<file path="src/rtl/jtpopeye_rom_arb.sv">
// jtpopeye_rom_arb: round-robin SDRAM read arbiter filling one-word ROM caches, one per client channel.
// Define JTPOPEYE_ROMARB_PRIO_EN to give channel 0 fixed priority over the round-robin channels.
module jtpopeye_rom_arb #(
   parameter int CHN     = 2,
   parameter int LATENCY = 4
) (
   input  logic              clk,
   input  logic              rst,
   input  logic              downloading,
   input  logic              loop_rst,
   input  logic [CHN-1:0]    ch_cs,
   input  logic [CHN*22-1:0] ch_addr,
   output logic [CHN*32-1:0] ch_data,
   output logic [CHN-1:0]    ch_ok,
   output logic              sdram_re,
   output logic [21:0]       sdram_addr,
   input  logic [31:0]       data_read
);
   localparam int IW = CHN > 1 ? $clog2(CHN) : 1;
   typedef enum logic [1:0] {IDLE, WAIT, CAPTURE} state_t;
   state_t         st_q, st_d;
   logic [3:0]     cnt_q, cnt_d;
   logic [IW-1:0]  last_q, last_d, g_q, g_d, gsel, scan;
   logic [21:0]    addr_q, addr_d;
   logic           re_q, re_d, found;
   logic [CHN-1:0] valid_q, valid_d, hit, pend;
   logic [21:0]    tag_q  [CHN];
   logic [21:0]    tag_d  [CHN];
   logic [31:0]    word_q [CHN];
   logic [31:0]    word_d [CHN];

   assign sdram_re   = re_q;
   assign sdram_addr = addr_q;

   for (genvar k = 0; k < CHN; k++) begin : g_ch
      assign hit[k]              = valid_q[k] & (tag_q[k] == ch_addr[22*k +: 22]);
      assign pend[k]             = ch_cs[k] & ~hit[k];
      assign ch_ok[k]            = ch_cs[k] & hit[k] & ~downloading;
      assign ch_data[32*k +: 32] = word_q[k];
   end

   // first pending channel after the last grant, wrapping around
   always_comb begin
      found = 1'b0;
      gsel  = last_q;
      scan  = last_q;
      for (int i = 1; i <= CHN; i++) begin
         scan = IW'((int'(last_q) + i) % CHN);
         if (!found && pend[scan]) begin
            found = 1'b1;
            gsel  = scan;
         end
      end
`ifdef JTPOPEYE_ROMARB_PRIO_EN
      if (pend[0]) begin
         found = 1'b1;
         gsel  = '0;
      end
`endif
   end

   always_comb begin
      st_d    = st_q;
      cnt_d   = cnt_q;
      last_d  = last_q;
      g_d     = g_q;
      addr_d  = addr_q;
      re_d    = 1'b0;
      valid_d = valid_q;
      tag_d   = tag_q;
      word_d  = word_q;
      if (downloading || loop_rst) begin
         st_d    = IDLE;
         valid_d = '0;
      end else begin
         case (st_q)
            IDLE: if (found) begin
               st_d   = WAIT;
               cnt_d  = 4'(LATENCY - 1);
               g_d    = gsel;
               addr_d = ch_addr[22*gsel +: 22];
               re_d   = 1'b1;
`ifdef JTPOPEYE_ROMARB_PRIO_EN
               if (gsel != '0) last_d = gsel;
`else
               last_d = gsel;
`endif
            end
            WAIT: begin
               cnt_d = cnt_q - 4'd1;
               if (cnt_q == 4'd0) st_d = CAPTURE;
            end
            CAPTURE: begin
               st_d         = IDLE;
               word_d[g_q]  = data_read;
               tag_d[g_q]   = addr_q;
               valid_d[g_q] = 1'b1;
            end
            default: st_d = IDLE;
         endcase
      end
   end

   always_ff @(posedge clk or posedge rst) begin
      if (rst) begin
         st_q    <= IDLE;
         cnt_q   <= '0;
         last_q  <= IW'(CHN - 1);
         g_q     <= '0;
         addr_q  <= '0;
         re_q    <= 1'b0;
         valid_q <= '0;
         for (int i = 0; i < CHN; i++) begin
            tag_q[i]  <= '0;
            word_q[i] <= '0;
         end
      end else begin
         st_q    <= st_d;
         cnt_q   <= cnt_d;
         last_q  <= last_d;
         g_q     <= g_d;
         addr_q  <= addr_d;
         re_q    <= re_d;
         valid_q <= valid_d;
         tag_q   <= tag_d;
         word_q  <= word_d;
      end
   end
endmodule

</file>
<file path="config.mk">
export PLATFORM = sky130hd
export DESIGN_NAME = jtpopeye_rom_arb
export DESIGN_NICKNAME = d
export VERILOG_FILES = /design/src/rtl/jtpopeye_rom_arb.sv
export SDC_FILE = /design/constraint.sdc
export NUM_CORES = 1
export LEC_CHECK = 0
export ABC_AREA = 1
export CELL_PAD_IN_SITES_DETAIL_PLACEMENT = 1
export CELL_PAD_IN_SITES_GLOBAL_PLACEMENT = 2
export CORE_MARGIN = 2
export CORE_UTILIZATION = 25
export DETAILED_ROUTE_END_ITERATION = 8
export PLACE_DENSITY = 0.81
export SLEW_MARGIN = 10
export SYNTH_ARGS = -nofsm -noshare
export SYNTH_HDL_FRONTEND = slang
export SYNTH_SLANG_ARGS = --single-unit
</file>
<file path="constraint.sdc">
create_clock -name clk -period 4.4 [get_ports clk]
set_input_delay 0.88 -clock clk [delete_from_list [all_inputs] [get_ports clk]]
set_output_delay 0.88 -clock clk [all_outputs]
set_load 0.01 [all_outputs]
</file>
==> results of run 1 <==
worst max-delay path: cells and delay by family:
kind                   cells  cell delay (ps)
buffers and inverters      3             1130
AND/OR/NAND/NOR            7              970
placed cells by master (no fill, tap or decap):
| cell | instances |
|---|---|
| buf_12 | 2 |
| buf_4 | 9 |
| bufinv_16 | 3 |
| clkbuf_16 | 17 |
| clkbuf_8 | 1 |
| clkdlybuf4s50_1 | 170 |
| clkinv_2 | 1 |
| clkinv_4 | 2 |
| clkinvlp_4 | 4 |
| dfrtp_1 | 140 |
| dfstp_2 | 1 |
| diode_2 | 2 |
| ha_1 | 2 |
| inv_1 | 145 |
| inv_2 | 2 |
| inv_6 | 4 |
| inv_8 | 1 |
| nand2_1 | 303 |
| nand2_2 | 1 |
| nand2_4 | 1 |
| nand3_1 | 76 |
| nand3_4 | 2 |
| nand4_1 | 1 |
| nor2_1 | 36 |
| nor2_2 | 1 |
| nor3_1 | 1 |
| nor3_2 | 1 |
| nor3b_1 | 2 |
| o21ai_0 | 112 |
| o21ai_1 | 1 |
| xnor2_1 | 4 |
logic make-up after synthesis:
family	count (synthesis)	share of synthesized area [%]
simple gates	425	26.2
buf+inv	182	10.8
flops	141	53.4
compound gates	113	8.56
xor+xnor	4	0.530
fa+ha+maj	2	0.379
cell usage after synthesis (4+ instances only):
| cell | instances |
|---|---|
| buf_2 | 11 |
| clkbuf_1 | 20 |
| dfrtp_1 | 140 |
| inv_1 | 146 |
| nand2_1 | 303 |
| nand3_1 | 76 |
| nor2_1 | 36 |
| o21ai_0 | 112 |
| xnor2_1 | 4 |
registers in the layout (all words and copies together), names as in the netlist:
register,count
g_q,1
sdram_re,1
last_q,1
tag_q,44
cnt_q,4
valid_q,2
ch_data,64
st_q,2
sdram_addr,22
per-layer routing:
layer / vias to the layer above / routed length (um) / share of wire, %
li1: 2981 / - / -
met1: 2828 / 10000 / 45
met2: 146 / 10400 / 47
met3: 12 / 1740 / 7.8
met4: 2 / 130 / 0.58
met5: - / 11 / 0.049
worst max path at each step:
stage | from | to | slack (ps) | cells past startpoint
3_3_place_gp | ch_addr[39] | ch_ok[1] | 490 | 10
5_1_grt | ch_addr[39] | ch_ok[1] | 360 | 10
3_5_place_dp | ch_addr[39] | ch_ok[1] | 460 | 10
2_1_floorplan | rst | ch_data[0] | 1760 | 1
4_1_cts | ch_addr[39] | ch_ok[1] | 450 | 10
6_report | ch_addr[38] | ch_ok[1] | 530 | 10
report_power, final:
part / internal, mW / total (mW) / switching [mW]
combinational: 0.369 / 0.779 / 0.410
sequential: 1.44 / 1.55 / 0.110
clock: 0.920 / 1.54 / 0.617
total: 2.73 / 3.86 / 1.14
final cells by class:
| type | instances | share of cell area, % |
|---|---|---|
| flip-flops and latches | 141 | 37.9 |
| multi-input cells | 544 | 25.5 |
| repair buffers | 181 | 19.4 |
| inverters | 148 | 6.00 |
| clock buffers | 18 | 4.71 |
| well taps | 335 | 4.50 |
| clock inverters | 14 | 1.95 |
| diodes | 2 | 0.0537 |
per-stage QoR:
| step | instances | cell area, um2 | setup WS, ps |
|---|---|---|---|
| final | 1383 | 9320 | 527 |
| after global placement | 1349 | 8690 | 493 |
| after detailed placement | 1349 | 8690 | 459 |
| after floorplan | 867 | 6610 | 1760 |
| after CTS | 1381 | 9310 | 446 |
| after global routing | 1381 | 9310 | 356 |
==> flow_summary.yaml, run 1 <==
job:
  drv_cap: 0
setup_path:
  critical_path.max_fanout: 3
  worstPathCellList: "clkdlybuf4s50_1 > inv_1 > nand2_1 > nand2_1 > nor2_1 > nand2_1 > nor2_1 > nand3_1 > nor3b_1 > clkdlybuf4s50_1"
  r2r_start: "tag_q[13]"
  crit_type: "input port to primary output"
  worstPathArrival_ps: 2990
  crit_required_ps: 3520
  reg2regPathDepth: 13
  critPathLaunchType: "input port"
  end_kind: "primary output"
  r2r-end: "sdram_addr[2]"
  cp_slowest_cell: "clkdlybuf4s50_1"
  cpMostUsedCell: "nand2_1"
  ff2ff_setup_slack_ps: 1960
  cpPeakStageDelay_ps: 570
hold_path:
  hold_end: "ch_data[0]"
  holdPathStages: 2
  worstHoldStart: "ch_data[0]"
  hp-class: "flop to flop"
synthesis:
  netlist_top_cells_area: "dfrtp_1, nand2_1, o21ai_0"
  ys.flop_type: "dfrtp_1"
  ys_seq_elements: 141
  synth-edff-count: 0
  synth.top_cell.area_share_pct: 53.1
  synth_area_leader_cell: "dfrtp_1"
  yosys_warnings: 0
  synth_seq_area_share_pct: 53.4
  ys_types: 23
  ys_async_sr_fraction_pct: 100
  synth_cells: 867
  syn-cell-area_um2: 6600
  syn-mean-instance-area_um2: 7.62
  synth_nets: 951
power_and_ir_drop:
  p_total_mw: 3.86
  leakage_nw: 4.51
  p_per_area_nw_per_um2: 415
  peakVddDrop_mv: 0.250
cells_and_area:
  drive_gt1_share_pct: 5.07
  regArea_um2: 3530
  nFillCells: 3120
  area_growth_pct: 41.1
  utilization_pct: 35.9
  nNetsFinal: 1117
  multi_input_area_um2: 2370
timing:
  clock_skew_ps: 9.68
  tightest_slew_ps: 776
  fin_setup_tns_ps: 0
  fin_crit_sh_pct: 88.0
  maxSlewViolCount: 0
  hold_viol: 0
  setup_viol: 0
  holdWs_ps: 484
  slew_headroom_pct: 48.3
  fmax_ghz: 0.258
  min_period_ps: 3870
  rsz0062_at_grt: "false"
clock_tree:
  cts_max_level: 4
  cts_resized: 0
  hold_buffers: 0
  cts_tree: "yes"
  clk_latency_ps: 420
  cts_setup_buffers: 0
  cts_buffer_depth: 2
  cts_root_buf: "clkbuf_16"
  clk_pin_slew_ps: 60
  cts_buffers: 17
  cts_sinks: 141
drt:
  dr.first_iter.drc_count: 303
  wire_per_inst_um: 16.1
  via_per_inst: 4.32
  vias: 5969
  wirelength_um: 22300
  drc_errors: 0
  antenna_left: 0
  dr.pass1.iters: 4
place:
  globalplace.congestion: 0.767
  portBuffers: 170
  hpwl_um: 15800
floorplanning:
  io_pins: 171
  start_util_pct: 25.4
  dieHeight_um: 167
  die_w_um: 167
  fp.coreArea_um2: 26000
  dieArea_um2: 27700
  fp-row-count: 59
global_routing:
  top_usage_layer: "met2"
  grt_pass1_vias: 6239
  grt_first_pass_wirelength_um: 35100
  gr-usage-all-layers_pct: 16.2
  grt_util_met2_pct: 26.6
  antenna_found_initial: 3
  use_met1_pct: 20.8
  gr-total-overflow: 0
  met3_usage_pct: 6.23
  grt_max_degree: 82
outcome:
  outcome: "complete, no violations"
(Power assumes the default switching activity.)
==> run 2: changes to the inputs <==
Settings changed: CORE_ASPECT_RATIO set to 0.7, CORE_MARGIN 2 to 10.
==> flow_summary.yaml, run 2 (synthesis results as in run 1) <==
outcome:
  outcome: "complete, no violations"
timing:
  maxSlewViolCount: 0
  worst_slack_ps: 590
  rsz0062_at_grt: "false"
  setup_viol: 0
  clock_skew_ps: 13.7
  fmax_ghz: 0.262
  hold_viol: 0
  fin_setup_tns_ps: 0
  fin_crit_sh_pct: 86.6
  holdWs_ps: 481
  slew_headroom_pct: 28.6
  min_period_ps: 3810
  tightest_slew_ps: 1070
cells_and_area:
  nNetsFinal: 1116
  final_common_cell: "nand2_1"
  nFillCells: 3121
  drive_gt1_share_pct: 4.88
  layout_common_cells: "nand2_1, clkdlybuf4s50_1, inv_1"
  largest_reg_flops: 64
  area_growth_pct: 40.7
  final_cells: 1406
  multi_input_area_um2: 2370
  regArea_um2: 3530
drt:
  dr.pass1.iters: 4
  wirelength_um: 23800
  via_per_inst: 4.27
  dr_wl_met2_um: 10100
  dr_wl_met3_um: 1920
  wl_met1_um: 11600
  antenna_left: 0
  drc_errors: 0
  top_layer_used: "met4"
  vias: 6006
  dr.first_iter.drc_count: 326
  wire_per_inst_um: 16.9
global_routing:
  grt_max_degree: 142
  gr-usage-all-layers_pct: 14.5
  grt_first_pass_wirelength_um: 37400
  grt_pass1_vias: 6421
  antenna_found_initial: 4
  gr-total-overflow: 0
clock_tree:
  cts_buffers: 17
  cts_sinks: 141
  clk_latency_ps: 440
  cts_root_buf: "clkbuf_16"
  hold_buffers: 0
  cts_max_level: 4
  cts_buffer_depth: 2
  cts_resized: 0
  clk_pin_slew_ps: 60
  cts_tree: "yes"
  cts_setup_buffers: 0
job:
  drv_cap: 0
setup_path:
  crit_type: "input port to primary output"
  worstPathCellList: "clkdlybuf4s50_1 > inv_1 > nand2_1 > nand2_1 > nor2_1 > nand2_1 > nor2_1 > nand3_1 > nor3b_1 > clkdlybuf4s50_1"
  end_kind: "primary output"
  cp_top_family: "buffers and inverters"
  cp_slowest_cell: "clkdlybuf4s50_1"
  critPathLaunchType: "input port"
  cpMostUsedCell: "nand2_1"
  cpPeakStageDelay_ps: 570
  worstPathArrival_ps: 2930
  critical_path.max_fanout: 3
  crit_required_ps: 3520
  path_buf_inv: 3
floorplanning:
  fp-row-count: 49
  dieArea_um2: 33400
  fp.coreArea_um2: 25900
  dieHeight_um: 156
  die_w_um: 214
  io_pins: 171
  start_util_pct: 25.5
power_and_ir_drop:
  p_total_mw: 3.79
  leakage_nw: 4.47
  p_per_area_nw_per_um2: 408
  peakVddDrop_mv: 0.286
place:
  pre_cts_ws_ps: 594
  placed_cells: 1370
  hpwl_um: 17200
  globalplace.congestion: 0.765
  portBuffers: 170
hold_path:
  hp-class: "flop to flop"
-- run 2: cell count changes in the layout (fill, tap and decap cells not counted) --
cell and change:
inv_8 -1, diode_2 +2, buf_12 -1, clkinv_4 +1, clkbuf_1 +1, clkinv_2 +1, clkinvlp_4 +2, bufinv_16 -1
inv_6 -3
-- run 2: area by class of cell --
type                       count  share of cell area, %
multi-input combinational    544                   25.5
sequential                   141                   38.0
tap                          357                   4.81
clock buffer                  19                   4.77
timing repair buffer         180                   19.3
clock inverter                13                   1.53
antenna                        4                  0.108
inverter                     148                   6.02
-- run 2: worst register-to-register path: stages, from the launching register on --
cell	delay (ps)
dfrtp_1	380
inv_1	60
nand2_1	60
nand2_1	50
nor2_1	160
nand2_1	90
nor2_1	130
nand3_1	170
nand2_1	140
nand2_1	370
buf_4	370
nand3_1	140
nand3_1	100
nand2_1	90
-- run 2: through the flow --
stage | cell area, um2 | utilization [%]
5_1_grt | 9290 | 35.9
2_1_floorplan | 6610 | -
3_3_place_gp | 8700 | 33.6
6_report | 9290 | 35.9
3_5_place_dp | 8700 | 33.6
4_1_cts | 9280 | 35.9
-- run 2: final timing paths --
check                                 to        start  slack, ps  cells after the start
min in group asynchronous    ch_data[25]          rst       1050                      3
min                          ch_data[41]  ch_data[41]        480                      2
min reg2reg                  ch_data[41]  ch_data[41]        480                      2
max reg2reg                sdram_addr[1]    tag_q[39]       2020                     13
max in group asynchronous      tag_q[41]          rst       2790                      3
max                             ch_ok[1]  ch_addr[30]        590                     10
-- run 2: where the power goes --
group / switching (mW) / internal [mW]
registers: 0.112 / 1.44
logic: 0.422 / 0.370
clock network: 0.596 / 0.850
-- run 2: metal layers --
metal / up-vias / GRT usage, %
met3: 13 / 6.47
met4: 0 / 3.67
met5: - / 0
li1: 2979 / -
met1: 2890 / 18.9
met2: 124 / 21.5
==> run 3: changes to the inputs <==
Settings changed: CTS_CLUSTER_SIZE set to 10, RECOVER_POWER set to 100, SKIP_LAST_GASP set to 1.
==> flow_summary.yaml, run 3 (synthesis results as in run 1) <==
timing:
  clock_skew_ps: 16.6
  fmax_ghz: 0.258
  hold_viol: 0
  fin_crit_sh_pct: 88.2
  slew_headroom_pct: -40.2
  rsz0062_at_grt: "false"
  maxSlewViolCount: 252
  tightest_slew_ps: 2100
  setup_viol: 0
  fin_setup_tns_ps: 0
  min_period_ps: 3880
clock_tree:
  cts_max_level: 4
  cts_root_buf: "clkbuf_16"
  cts_sinks: 141
  hold_buffers: 0
  cts_buffers: 17
  clk_latency_ps: 440
  cts_resized: 0
  clk_pin_slew_ps: 60
  cts_tree: "yes"
  cts_buffer_depth: 2
  cts_setup_buffers: 0
setup_path:
  crit_required_ps: 3520
  cp_top_family: "buffers and inverters"
  crit_type: "input port to primary output"
  critPathLaunchType: "input port"
  crit_cells: 10
  critical_path.max_fanout: 3
  path_buf_inv: 3
  worstPathCellList: "dlygate4sd3_1 > inv_1 > nand2_1 > nand2_1 > nor2_1 > nand2_1 > nor2_1 > nand3_1 > nor3b_1 > dlygate4sd3_1"
  end_kind: "primary output"
  reg2regPathDepth: 12
  cpMostUsedCell: "nand2_1"
  cpPeakStageDelay_ps: 630
  cp_slowest_cell: "dlygate4sd3_1"
  worstPathArrival_ps: 3000
global_routing:
  gr-usage-all-layers_pct: 14.5
  antenna_found_initial: 5
  grt_first_pass_wirelength_um: 37400
  grt_pass1_vias: 6421
  grt_max_degree: 142
  gr-total-overflow: 0
cells_and_area:
  drive_gt1_share_pct: 4.31
  nNetsFinal: 1116
  final_common_cell: "nand2_1"
  layout_common_cells: "nand2_1, inv_1, dfrtp_1"
  final_cells: 1406
  nFillCells: 3129
  largest_reg_flops: 64
  area_growth_pct: 40.1
drt:
  dr_wl_met3_um: 2080
  via_per_inst: 4.30
  wire_per_inst_um: 16.9
  dr_wl_met2_um: 10000
  dr.pass1.iters: 4
  wirelength_um: 23800
  top_layer_used: "met5"
  dr.first_iter.drc_count: 334
  wl_met1_um: 11400
  antenna_left: 0
  vias: 6040
  drc_errors: 0
power_and_ir_drop:
  p_per_area_nw_per_um2: 404
  leakage_nw: 4.71
  peakVddDrop_mv: 0.284
floorplanning:
  fp.coreArea_um2: 25900
  dieHeight_um: 156
  io_pins: 171
  fp-row-count: 49
  dieArea_um2: 33400
  die_w_um: 214
  start_util_pct: 25.5
outcome:
  outcome: "complete, but fails checks"
  violations: "capacitance limit, slew limit"
place:
  hpwl_um: 17200
  globalplace.congestion: 0.765
  placed_cells: 1370
  portBuffers: 170
hold_path:
  holdPathStages: 2
  hp-class: "flop to flop"
job:
  drv_cap: 2
## run 3: cell types whose count changed in the layout (fill, tap and decap cells not counted), moves of 2 or more
cell,previous run,this run
clkbuf_2,0,2
clkdlybuf4s50_1,170,78
buf_4,9,6
dlygate4sd3_1,0,92
## run 3: layout make-up
type / instances / area, um2 / area share [%]
sequential: 141 / 3530 / 38.2
multi-input combinational: 544 / 2350 / 25.4
antenna: 4 / 10.0 / 0.108
inverter: 148 / 559 / 6.05
timing repair buffer: 180 / 1770 / 19.1
clock inverter: 13 / 143 / 1.54
clock buffer: 19 / 443 / 4.79
tap: 357 / 447 / 4.83
## run 3: path summary, 6_finish.rpt
path | slack [ps] | endpoint | startpoint
min in group asynchronous | 1720 | ch_data[25] | rst
min reg2reg | 480 | ch_data[41] | ch_data[41]
max reg2reg | 1460 | sdram_addr[15] | tag_q[8]
max | 520 | ch_ok[0] | ch_addr[19]
min | 480 | ch_data[41] | ch_data[41]
max in group asynchronous | 1450 | tag_q[32] | rst
## run 3: per-layer routing
layer	vias up	global-route usage, %
met5	-	0
met4	2	3.67
met3	17	6.47
met2	147	21.5
met1	2892	18.9
li1	2982	-
## run 3: through the flow
| step | util [%] | area, um2 | setup WS (ps) | total power [mW] | hold slack (ps) |
|---|---|---|---|---|---|
| floorplan | - | 6610 | 1760 | 1.91 | 450 |
| global placement | 33.6 | 8700 | 626 | 2.36 | 464 |
| detailed placement | 33.6 | 8700 | 594 | 2.38 | 473 |
| CTS | 35.9 | 9280 | 586 | 3.86 | 488 |
| global route | 35.7 | 9240 | 262 | 3.98 | 502 |
| finish | 35.8 | 9250 | 519 | 3.74 | 477 |
## run 3: worst register-to-register path: stages (launching register included)
cell	delay [ps]
dfrtp_1	400
nand2_1	80
nand2_1	50
nor2_1	230
nand2_1	90
nor2_1	120
nand3_1	190
nand2_1	140
nand2_1	130
nand2_4	80
clkbuf_1	1070
nand2_1	170
nand2_1	140
## run 3: report_power, final
part | internal [mW] | total, mW | leakage, nW | switching [mW]
Combinational | 0.329 | 0.749 | 2.53 | 0.420
Sequential | 1.44 | 1.54 | 1.91 | 0.106
Clock | 0.851 | 1.45 | 0.272 | 0.597
Total | 2.62 | 3.74 | 4.71 | 1.12
==> edit: new RTL, config.mk and constraints of run 3 <==
Build with the macro `JTPOPEYE_ROMARB_PRIO_EN` defined.
--- a/src/rtl/jtpopeye_rom_arb.sv
+++ b/src/rtl/jtpopeye_rom_arb.sv
@@ -1,4 +1,6 @@
 // jtpopeye_rom_arb: round-robin SDRAM read arbiter filling one-word ROM caches, one per client channel.
 // Define JTPOPEYE_ROMARB_PRIO_EN to give channel 0 fixed priority over the round-robin channels.
+`define JTPOPEYE_ROMARB_PRIO_EN
+
 module jtpopeye_rom_arb #(
    parameter int CHN     = 2,
Formal check against the unedited RTL: not equivalent (Yosys sat finds a counterexample within 4 cycles, from zero or initial values and one cycle with rst high).
==> edit against run 3 <==
The flow still finishes with violations (capacitance limit, slew limit). Final area is 1.8% lower. Sequential cell count fell by 1. Utilization fell by 0.21 points. Synthesized area decreased by 2.3%. Routed wire length down 4.4%. Setup slack worse by 190 ps. Total power decreased by 3.9%. Synthesized cell count down 2.9%.
==> edit: results <==
[synth]
synth_commonest_cells = "329 x sky130_fd_sc_hd__nand2_1, 140 x sky130_fd_sc_hd__dfrtp_1, 133 x sky130_fd_sc_hd__inv_1"
synth_cell_types = 24
yosys_warnings = 0
synth.top_cells.by_area = "sky130_fd_sc_hd__dfrtp_1 54%, sky130_fd_sc_hd__nand2_1 19%, sky130_fd_sc_hd__o21ai_0 10%, sky130_fd_sc_hd__inv_1 7.7%, sky130_fd_sc_hd__nor2_1 2.2%"
synth-main-ff-cell = "sky130_fd_sc_hd__dfrtp_1"
synthArstFlopShare = 1.00
postSynthNetCount = 926
yosysSeqAreaShare = 0.543

[clocking]
post_cts_buffers = 0
clk_latency_ps = 430
post_cts.resized_instances = 0
cts_root_buf = "sky130_fd_sc_hd__clkbuf_16"
htree_levels = 4
clkSlewWorstSetupHoldPaths_ps = 60
ctsHoldBuffers = 0
clock_path_buffers = 2
cts_buffers = 17

[finish]
num-fill-cells = 3076
number_of_nets_in_the_layout = 1094
largest_register_ff_count = 64
post_route_cells_drive_above_1_share = 0.0391

[global_route]
grt_pass1_wl_um = 36200
grt_antenna_before_repair = 3
globalRouteTotalUtil = 0.144
grtUsageMet2 = 0.206
grt_use_met3 = 0.0731
met1_usage = 0.186
grt_start_max_net_pins = 84
vias_in_the_first_global_route = 6236

[place]
gpl.final_weighted_congestion = 0.772
hpwlAfterDp_um = 16800
preCtsSetupSlack_ps = 449
port_buffers = 170

[job]
drv.max_cap_violation_count = 3

[route]
routed_via_density = 4.26
drt-wirelength-per-cell_um = 16.8
first_pass_iters = 4
initialDrtViolationCount = 239

[critical_path]
reg2reg_slack_ps = 1230
cp_top_family = "buffers and inverters"
timing.critical_path.fanout_max = 3
cp_slowest_cell = "sky130_fd_sc_hd__dlygate4sd3_1"
worstPathArrival_ps = 3190
slowest_delay_ps = 600

[outcome]
violated_checks = "capacitance limit, slew limit"
outcome = "finished, violations left"

[power_and_ir_drop]
vdd.ir_drop.worst_mv = 0.272
p_leak_nw = 4.62

[timing]
achievable-frequency_ghz = 0.246
final-max-slew-violation-count = 145
clock-skew-final_ps = 10.1
max_slew_margin = -0.574

[worst_hold_path]
hold_path_class = "reg -> reg"
## edit: stage by stage
stage                     hold WS [ps]  area (um^2)  instances
final                              478         9090       1355
after global routing               503         9080       1354
after CTS                          489         9140       1354
after detailed placement           472         8520       1322
after global placement             465         8520       1322
after floorplan                    450         6450        842
## edit: final timing paths
check | from | endpoint | cells past startpoint
worst max-delay path | ch_addr[3] | ch_ok[0] | 9
worst min-delay path | ch_data[54] | ch_data[54] | 2
worst max register to register | tag_q[42] | sdram_addr[20] | 14
worst min register to register | ch_data[54] | ch_data[54] | 2
max in group asynchronous | rst | ch_data[54] | 3
min in group asynchronous | rst | sdram_addr[6] | 2
## edit: metal layers
metal	vias to the layer above	wire length (um)
li1	2891	-
met4	2	218
met5	-	11
met3	19	2500
met2	137	9320
met1	2717	10700
## edit: final cells by class
class | count | area (um^2) | share of cell area
clock inverter | 14 | 183 | 0.0201
sequential | 140 | 3500 | 0.386
inverter | 135 | 510 | 0.0562
timing repair buffer | 180 | 1770 | 0.195
multi-input combinational | 536 | 2260 | 0.249
tap | 331 | 414 | 0.0456
clock buffer | 18 | 439 | 0.0483
antenna | 1 | 2.50 | 0.000275
## edit: where the power goes
part           leakage (nW)  internal, mW  switching [mW]
combinational          2.41         0.265           0.307
clock                 0.305         0.919           0.622
sequential             1.90          1.40          0.0795
total                  4.62          2.58            1.01
## edit: cells by family after synthesis
kind of cell | count (synthesis) | share of synthesized area
flip-flops | 140 | 0.543
buffers and inverters | 166 | 0.102
XOR/XNOR | 5 | 0.00679
adder cells (fa/ha/maj) | 2 | 0.00388
AO/OA/AOI/OAI | 133 | 0.103
AND/OR/NAND/NOR | 396 | 0.241
